$ cat src/rtl/mem_access_ctrl_pkg.sv
// -----------------------------------------------------------------------------
// mem_access_ctrl_pkg
// Shared definitions for the memory-stage access controller:
//   - state_t        : FSM state encoding (ST_IDLE .. ST_DONE)
//   - BE_*           : byte-enable patterns for the four lanes and full word
//   - timeout_width  : bit width needed to count up to a given TIMEOUT value
// -----------------------------------------------------------------------------
package mem_access_ctrl_pkg;

  typedef enum logic [1:0] {
    ST_IDLE = 2'd0,
    ST_REQ  = 2'd1,
    ST_WAIT = 2'd2,
    ST_DONE = 2'd3
  } state_t;

  localparam logic [3:0] BE_BYTE0 = 4'b0001;
  localparam logic [3:0] BE_BYTE1 = 4'b0010;
  localparam logic [3:0] BE_BYTE2 = 4'b0100;
  localparam logic [3:0] BE_BYTE3 = 4'b1000;
  localparam logic [3:0] BE_WORD  = 4'b1111;

  // Width of a counter that can hold 0..timeout, i.e. clog2(timeout+1).
  function automatic int timeout_width(input int timeout);
    return (timeout < 1) ? 1 : $clog2(timeout + 1);
  endfunction

endpackage

$ cat src/rtl/mem_lane_steer.sv
// -----------------------------------------------------------------------------
// mem_lane_steer
// Combinational byte-lane steering between the pipeline and a 4-lane,
// little-endian data memory.
//   byteword   in   0 = byte access, 1 = word access
//   lane       in   byte offset within the word (addr[1:0])
//   wdata      in   store data from the pipeline
//   mem_rdata  in   raw word read from memory
//   be         out  byte enables for the request
//   lane_wdata out  store data placed on the memory lanes
//   load_data  out  load result (zero-extended byte or full word)
// -----------------------------------------------------------------------------
module mem_lane_steer
  import mem_access_ctrl_pkg::*;
#(
  parameter int DATA_W = 32
) (
  input  logic              byteword,
  input  logic [1:0]        lane,
  input  logic [DATA_W-1:0] wdata,
  input  logic [DATA_W-1:0] mem_rdata,
  output logic [3:0]        be,
  output logic [DATA_W-1:0] lane_wdata,
  output logic [DATA_W-1:0] load_data
);

  logic [7:0] rd_byte;

  always_comb begin
    // NOTE: every output of a combinational block gets a default first so no
    // path leaves it unassigned, which would otherwise infer a latch.
    be         = BE_WORD;
    lane_wdata = wdata;
    load_data  = mem_rdata;
    rd_byte    = mem_rdata[{lane, 3'b000} +: 8];

    if (!byteword) begin
      unique case (lane)
        2'd0: be = BE_BYTE0;
        2'd1: be = BE_BYTE1;
        2'd2: be = BE_BYTE2;
        2'd3: be = BE_BYTE3;
      endcase
      // Replicating the byte on every lane lets memory pick it up with be alone.
      lane_wdata = {4{wdata[7:0]}};
      load_data  = DATA_W'(rd_byte);
    end
  end

endmodule

$ cat src/rtl/mem_access_ctrl.sv
// -----------------------------------------------------------------------------
// mem_access_ctrl
// Memory-stage responder: turns memread/memwrite/byteword + address/store data
// into a req/ack transaction on the data-memory bus, stalls the pipeline until
// the access completes and returns load data to the WB-stage mux.
//   clk, rst_n            clock, asynchronous active-low reset
//   memread, memwrite     M-stage access controls (both high = illegal op)
//   byteword              0 = byte, 1 = word
//   addr, wdata           effective address, store data
//   stall_o               freezes upstream pipeline registers
//   rdata_o, rdata_vld_o  load result and its 1-cycle valid pulse
//   align_err_o           misaligned word access, 1-cycle pulse
//   bus_err_o             illegal op or ack timeout, 1-cycle pulse
//   mem_req/we/addr/be/wdata  request to memory, held until mem_ack
//   mem_ack, mem_rdata        completion and read data from memory
// -----------------------------------------------------------------------------
module mem_access_ctrl
  import mem_access_ctrl_pkg::*;
#(
  parameter int ADDR_W  = 32,
  parameter int DATA_W  = 32,
  parameter int TIMEOUT = 255
) (
  input  logic              clk,
  input  logic              rst_n,
  input  logic              memread,
  input  logic              memwrite,
  input  logic              byteword,
  input  logic [ADDR_W-1:0] addr,
  input  logic [DATA_W-1:0] wdata,
  output logic              stall_o,
  output logic [DATA_W-1:0] rdata_o,
  output logic              rdata_vld_o,
  output logic              align_err_o,
  output logic              bus_err_o,
  output logic              mem_req,
  output logic              mem_we,
  output logic [ADDR_W-1:0] mem_addr,
  output logic [3:0]        mem_be,
  output logic [DATA_W-1:0] mem_wdata,
  input  logic              mem_ack,
  input  logic [DATA_W-1:0] mem_rdata
);

  localparam int             TO_W    = timeout_width(TIMEOUT);
  localparam logic [TO_W-1:0] TO_LAST = TO_W'(TIMEOUT - 1);

  state_t              state_q, state_d;
  logic                we_q, bw_q;
  logic [ADDR_W-1:0]   addr_q;
  logic [DATA_W-1:0]   wdata_q;
  logic [TO_W-1:0]     cnt_q;
  logic [DATA_W-1:0]   rdata_q;
  logic                bus_err_q, align_err_q;
  logic                block_q;

  logic                acc, illegal, misaligned, valid, in_idle, busy, timeout;
  logic [3:0]          be;
  logic [DATA_W-1:0]   lane_wdata, load_data;

  // ---------------------------------------------------------------- decode
  assign acc        = memread ^ memwrite;
  assign illegal    = memread & memwrite;
  assign misaligned = acc & byteword & (addr[1:0] != 2'b00);
  assign in_idle    = (state_q == ST_IDLE) && !block_q;
  assign valid      = in_idle & acc & ~misaligned;
  assign busy       = (state_q == ST_REQ) || (state_q == ST_WAIT);
  assign timeout    = (state_q == ST_WAIT) && !mem_ack && (cnt_q == TO_LAST);

  // Steering works from the latched request so fields stay stable in REQ/WAIT
  // and the load lane matches the address the request was issued with.
  mem_lane_steer #(.DATA_W(DATA_W)) u_steer (
    .byteword   (bw_q),
    .lane       (addr_q[1:0]),
    .wdata      (wdata_q),
    .mem_rdata  (mem_rdata),
    .be         (be),
    .lane_wdata (lane_wdata),
    .load_data  (load_data)
  );

  // ------------------------------------------------------------ next state
  always_comb begin
    state_d = state_q;
    unique case (state_q)
      ST_IDLE: if (valid) state_d = ST_REQ;
      ST_REQ:  state_d = mem_ack ? ST_DONE : ST_WAIT;
      ST_WAIT: begin
        if (mem_ack)      state_d = ST_DONE;
        else if (timeout) state_d = ST_IDLE;
      end
      ST_DONE: state_d = ST_IDLE;
    endcase
  end

  // ------------------------------------------------------------- registers
  // NOTE: sequential state uses non-blocking assignments only, so every flop
  // samples the pre-edge values regardless of statement order.
  always_ff @(posedge clk or negedge rst_n) begin
    if (!rst_n) begin
      state_q     <= ST_IDLE;
      we_q        <= 1'b0;
      bw_q        <= 1'b0;
      addr_q      <= '0;
      wdata_q     <= '0;
      cnt_q       <= '0;
      rdata_q     <= '0;
      bus_err_q   <= 1'b0;
      align_err_q <= 1'b0;
      block_q     <= 1'b0;
    end else begin
      state_q     <= state_d;
      bus_err_q   <= (in_idle & illegal) | timeout;
      align_err_q <= in_idle & misaligned;
      // After a timeout the faulting instruction is still on the inputs for
      // one cycle while the pipeline advances; it must not be re-issued.
      block_q     <= timeout;

      if (valid) begin
        we_q    <= memwrite;
        bw_q    <= byteword;
        addr_q  <= addr;
        wdata_q <= wdata;
      end

      if (state_q == ST_REQ)                   cnt_q <= '0;
      else if (state_q == ST_WAIT && !mem_ack) cnt_q <= cnt_q + 1'b1;

      if (busy && mem_ack && !we_q) rdata_q <= load_data;
    end
  end

  // --------------------------------------------------------------- outputs
  // rst_n gates the combinational stall so it reads 0 during reset even if the
  // pipeline still presents an access.
  assign stall_o     = rst_n & (valid | busy);
  assign rdata_o     = rdata_q;
  assign rdata_vld_o = (state_q == ST_DONE) && !we_q;
  assign align_err_o = align_err_q;
  assign bus_err_o   = bus_err_q;

  // Request fields read as zero whenever no request is outstanding.
  assign mem_req   = busy;
  assign mem_we    = busy & we_q;
  assign mem_addr  = busy ? {addr_q[ADDR_W-1:2], 2'b00} : '0;
  assign mem_be    = busy ? be : 4'b0000;
  assign mem_wdata = busy ? lane_wdata : '0;

endmodule

$ cat config.mk
export PLATFORM = sky130hd
export DESIGN_NAME = mem_access_ctrl
export DESIGN_NICKNAME = d
export VERILOG_FILES = /design/src/rtl/mem_access_ctrl_pkg.sv /design/src/rtl/mem_lane_steer.sv /design/src/rtl/mem_access_ctrl.sv
export SDC_FILE = /design/constraint.sdc
export NUM_CORES = 1
export LEC_CHECK = 0
export ABC_AREA = 0
export BUFFER_PORTS_ARGS = -buffer_cell sky130_fd_sc_hd__clkbuf_2
export CORE_ASPECT_RATIO = 0.75
export CORE_UTILIZATION = 40
export CTS_CLUSTER_DIAMETER = 60
export DETAILED_ROUTE_END_ITERATION = 10
export PLACE_DENSITY = 0.71
export SYNTH_ARGS = -nofsm -noshare
export SYNTH_HDL_FRONTEND = slang
export SYNTH_HIERARCHICAL = 1
export SYNTH_SLANG_ARGS = --single-unit
export TNS_END_PERCENT = 5
$ cat constraint.sdc
create_clock -name clk -period 1.9 [get_ports clk]
set_input_delay 0.095 -clock clk [delete_from_list [all_inputs] [get_ports clk]]
set_output_delay 0.095 -clock clk [all_outputs]
set_load 0.01 [all_outputs]
======== Word level (Yosys, flattened, before mapping) ========
Index checks and enable logic that the tools add are counted.
word-level totals
  register bits after elaboration ......... 111
operators by class
  reduce and logical (&&, ||, !) cells .... 15
  shift-type cells ........................ 1
  equality and inequality tests ........... 9
  $add $sub $neg .......................... 1
  multiplexer cells ....................... 14
  bitwise gates (word level) .............. 13
operator list
  operator             number
  $mux 32              4
  $shiftx 32x6->8      1
  $mux 8               2
  $pmux 4 s4           1
  $and 1x1->1          9
  $add 8x1->8 const B  1
  $eq 2x2->1 const B   4
  $eq 8x8->1 const B   1
  $mux 4               2
  $pmux 2 s4           1
  $logic_and 1x1->1    6
  $mux 2               3
  $eq 2x1->1 const B   2
  $logic_not 2->1      2
  $reduce_bool 2->1    2
  $logic_not 1->1      3
  $ne 3x3->1 const B   1
  $ne 2x2->1 const B   1
  $or 1x1->1           2
  $reduce_and 2->1     1
  $logic_or 1x1->1     1
  $mux 1               1
  $not 1->1            1
  $xor 1x1->1          1

======== Longest topological paths before layout ========
  word-level depth ........................ 7
  mapped depth ............................ 7

======== Modules after synthesis ========
The synthesis kept the hierarchy.
modules (own cells, without submodules)
  module           cells each  area each (um^2)  instances
  mem_access_ctrl  493         4850.9            1
  mem_lane_steer   137         929.6             1

======== Worst setup path after synthesis ========
OpenSTA, ideal clock, no wires.
  path type ............................... register -> register
  start ................................... reg state_q[0]
  end ..................................... reg rdata_q[10], in the netlist rdata_o[10]
  period minus slack after synthesis ...... 1.717 ns
  required time ........................... 1.772 ns
  cell stages (with the launch flop) ...... 6
  buffers on the path ..................... 1
  data arrival time ....................... 1.589 ns
  slack ................................... 0.183 ns
  cells stage by stage .................... dfrtp_1 > inv_1 > ha_1 > nand3b_1 > buf_2 > mux2_1
between the ends
  cells in the longest elaborated chain, start to end .. 4
  elaborated cells on any way between the ends .. 5
RTL lines
  element                                   line                    RTL
  start, declared                           mem_access_ctrl.sv:48   state_t state_q, state_d;
  start signal, assigned                    mem_access_ctrl.sv:112  state_q <= state_d;
  $eq 2x1->1 or $eq 2x2->1 (tied branches)  mem_access_ctrl.sv:67   assign busy = (state_q == ST_REQ) || (state_q == ST_WAIT);
  $logic_or 1x1->1 (*)                      mem_access_ctrl.sv:67
  net mem_req                               mem_access_ctrl.sv:36   output logic mem_req,
  $logic_and 1x1->1 (*) (2 in a row)        mem_access_ctrl.sv:129  if (busy && mem_ack && !we_q) rdata_q <= load_data;
  end signal, assigned                      mem_access_ctrl.sv:129
  end, declared                             mem_access_ctrl.sv:53   logic [DATA_W-1:0] rdata_q;
Mark *: on every way through the listed nets, which the timed path passes. The rest lies on a longest branch.
A chain may end at the register's enable or synchronous reset.

======== Final worst setup path ========
  start ................................... reg bw_q
  end ..................................... out mem_wdata[30]
between the ends
  cells in the longest elaborated chain, start to end .. 2
RTL lines
  element                 line                    RTL
  start, declared         mem_access_ctrl.sv:49   logic we_q, bw_q;
  start signal, assigned  mem_access_ctrl.sv:121  bw_q <= byteword;
  $mux 32                 mem_lane_steer.sv:37    if (!byteword) begin
  net lane_wdata[30]      mem_access_ctrl.sv:59   logic [DATA_W-1:0] lane_wdata, load_data;
  $mux 32                 mem_access_ctrl.sv:147  assign mem_wdata = busy ? lane_wdata : '0;
  end, declared           mem_access_ctrl.sv:40   output logic [DATA_W-1:0] mem_wdata,
The timed path passes the listed nets, and every way through them passes these cells.

==> metrics.log <==
INFO  metric synth.top_cells.by_area = dfrtp_1, nand2_1, and2_1
INFO  metric grt_setup_unrepaired = no
INFO  metric critPathArrivalTime = 1730 ps
INFO  metric cts-root-to-sink-buffers = 2
INFO  metric clock.fmax = 0.5473 GHz
INFO  metric setup_viol = 0
INFO  metric cts_num_sinks = 111
INFO  metric post-dp-hpwl = 10420 µm
INFO  metric postSynthAreaPerCell = 9.175 µm²
INFO  metric timing.critical_path.from_type = register
INFO  metric cellLeakagePower = 0.004340 µW
INFO  metric port_buffers = 205
INFO  metric core_area = 13890 µm²
INFO  metric post-route-min-period = 1827 ps
INFO  metric cp_slowest_cell = dfrtp_4
INFO  metric number_of_antenna_violations_at_the_first_check_in_global_routing = 0
INFO  metric synthArstFlopShare = 100.0%
INFO  metric hold_slack = 100.3 ps
INFO  metric via_count_of_the_first_global_routing_pass = 4988
INFO  metric postSynthCellCount = 630
INFO  metric min-delay-path-class = input port to register
INFO  metric remaining_drc_errors = 0
INFO  metric crit_path_cell_trace = buf_12 -> nand2b_1 -> nand2_1 -> and2_1 -> clkbuf_2
INFO  metric power.density_cell_area = 1554 nW/µm²
INFO  metric globalplace.congestion = 0.8212
INFO  metric synth.ff_latch_count = 111
INFO  metric synth_top_area_share = 48.05%
INFO  metric post-layout-total-power = 12450 µW
INFO  metric row_count = 37
INFO  metric number_of_flops_mapped_to_enable_cells_by_yosys = 0
INFO  metric yosys_warnings = 6
INFO  metric cp.buffers_inverters = 2
INFO  metric syn_area = 5781 µm²
INFO  metric grt.total_usage = 20.97%
INFO  metric wire_length_of_the_first_global_routing_pass = 24860 µm
INFO  metric critical_path_required = 1800 ps
INFO  metric floorplan.initialDensity = 41.62%
INFO  metric detail_route.vias_per_cell = 4.723
INFO  metric largest_net_degree_at_the_start_of_global_routing = 45
INFO  metric cts_setup_buffers = 0
INFO  metric cp_slowest_stage_delay = 600 ps
INFO  metric final_worst_path_cycle_share = 96.17%
INFO  metric num_vias = 5044
INFO  metric antennaDiodeCount = 0
INFO  metric layout.filler_cells = 1206
INFO  metric fp.dieH = 106.1 µm
INFO  metric wirelength = 15440 µm
INFO  metric yosysTopAreaCell = dfrtp_1
INFO  metric ys.flop_type = dfrtp_1
INFO  metric irDropWorstVdd = 0.7706 mV
INFO  metric dieArea = 14940 µm²
INFO  metric share_comb_of_total_power = 52.0%
INFO  metric detail_route.first_pass.iterations = 4
INFO  metric synth.cells.most_frequent = nand2_1, dfrtp_1, and2_1, mux2_1, clkbuf_1
INFO  metric result_of_the_run = completed
INFO  metric ctsRootBufferMaster = clkbuf_16
INFO  metric h-tree-depth = 3
INFO  metric critPathMaxFanout = 33
INFO  metric yosysSeqAreaShare = 48.05%
INFO  metric timing.final.max_slew_violations = 0
INFO  metric detail-route-antenna-nets = 0
INFO  metric swShare = 40.43%
INFO  metric pwr-share-seq = 32.3%
INFO  metric synth_cell_types = 39
INFO  metric cellInternalPower = 7413 µW
INFO  metric final_hold_viol_count = 0
INFO  metric clk_pin_slew_worst_paths = 70 ps
INFO  metric cell_family_with_most_cp_delay = flip-flops
INFO  metric num_io_pins = 208
INFO  metric tritoncts = yes
INFO  metric worst_skew_pair.late_latency = 340 ps
INFO  metric drt-initial-drc-count = 289
INFO  metric nets_final = 998
INFO  metric numCtsBuffers = 9
INFO  metric setup.worst_path.end_class = output port
INFO  metric layout.core_utilization = 57.67%
INFO  metric clock-skew-final = 7.648 ps
INFO  metric wire_per_inst = 14.46 µm
INFO  metric path_class = register to output port
INFO  metric yosysMostFrequentCell = nand2_1
INFO  metric cap_violations = 0
INFO  metric clock_power_share = 15.7%
INFO  metric grt_overflow_total = 0
INFO  metric area.growth.synth_to_final = 38.55%
INFO  metric final_layout_size_suffix_gt1_share = 29.79%
INFO  metric switching_power = 5032 µW
INFO  metric die_width = 140.8 µm
[power by group through the flow]
stage                     Clock (µW)  Combinational [µW]  Sequential [µW]
after floorplan                    0                3970             3940
after global placement             0                5920             4010
after detailed placement           0                6030             4040
after CTS                       2010                6210             4010
after global routing            2110                7140             4150
final                           1950                6480             4020
[registers in the layout (all words and copies together), names as in the netlist]
name / flops
addr_q: 32
align_err_o: 1
block_q: 1
bus_err_o: 1
bw_q: 1
cnt_q: 8
rdata_o: 32
state_q: 2
wdata_q: 32
we_q: 1
[worst paths after layout]
| check | cells past startpoint | slack, ps | endpoint | start |
|---|---|---|---|---|
| hold / removal | 3 | 100 | rdata_o[17] | mem_rdata[17] |
| setup / recovery | 5 | 70 | mem_wdata[30] | bw_q |
| max in group asynchronous | 3 | 1060 | rdata_o[2] | rst_n |
| min in group asynchronous | 2 | 210 | cnt_q[0] | rst_n |
| hold reg to reg | 2 | 470 | addr_q[30] | addr_q[30] |
| setup reg to reg | 5 | 190 | rdata_o[7] | state_q[0] |
[through the flow]
stage               instances  area (µm²)  setup TNS, ps  setup slack [ps]
global route             1068        8009              0             3.315
finish                   1068        8009              0             72.80
CTS                      1067        7954         -59.12            -15.20
detailed placement        984        6969              0             197.2
floorplan                 631        5784              0             183.4
global placement          984        6969              0             271.0
[final cells by class]
type / instances / area (µm²) / share of cell area, %
Clock inverter: 6 / 67.56 / 0.8436
Multi-Input combinational cell: 461 / 2708 / 33.81
Timing Repair Buffer: 293 / 1949 / 24.34
Sequential cell: 111 / 2781 / 34.73
Inverter: 12 / 45.04 / 0.5624
Tap cell: 175 / 219.0 / 2.734
Clock buffer: 10 / 239.0 / 2.984
[layer usage]
metal | wire (µm) | vias to the layer above | track usage (%)
li1 | - | 2501 | -
met5 | 0 | - | 0
met1 | 7340 | 2357 | 28.34
met3 | 721 | 14 | 4.369
met4 | 133 | 0 | 4.736
met2 | 7246 | 172 | 34.61
[placed cells by master, fill, tap and decap left out, drive strengths merged, types with 2 or more instances in the layout]
cell           n
nand2        244
clkbuf       215
dfrtp        111
and2          91
dlygate4sd3   67
mux2          34
buf           21
inv           14
nor2          10
nand2b         9
mux2i          9
nor4b          8
a221oi         8
ha             8
xor2           6
nor2b          5
nand4          5
nand3          3
nand3b         2
o21ai          2
o21a           2
conb           2
clkinvlp       2
a21o           2
o21bai         2
[what timing repair did]
action | 4_1_cts | 5_1_grt
gates resized for setup | 2 | 7
pin swaps | 0 | 1
gates cloned | 0 | 1
hold buffers | 67 | 0
endpoints found under the hold margin | 90 | 0
endpoints found under the setup margin | 44 | 68
[worst min-delay path, cell delays in order]
cell      delay [ps]
clkbuf_2          90
and2_1           110
mux2_1           110
[logic make-up (layout without fill, tap and decap cells)]
kind of cell	count (synthesis)	count (layout)	synth area share (%)
compound gates	22	22	3.983
other cells	1	2	0.06487
xor+xnor	6	6	0.9091
simple gates	380	380	31.58
buf+inv	59	321	5.498
fa+ha+maj	8	8	1.732
mux	43	43	8.182
flops	111	111	48.05
Power figures use the tool's default switching activity.
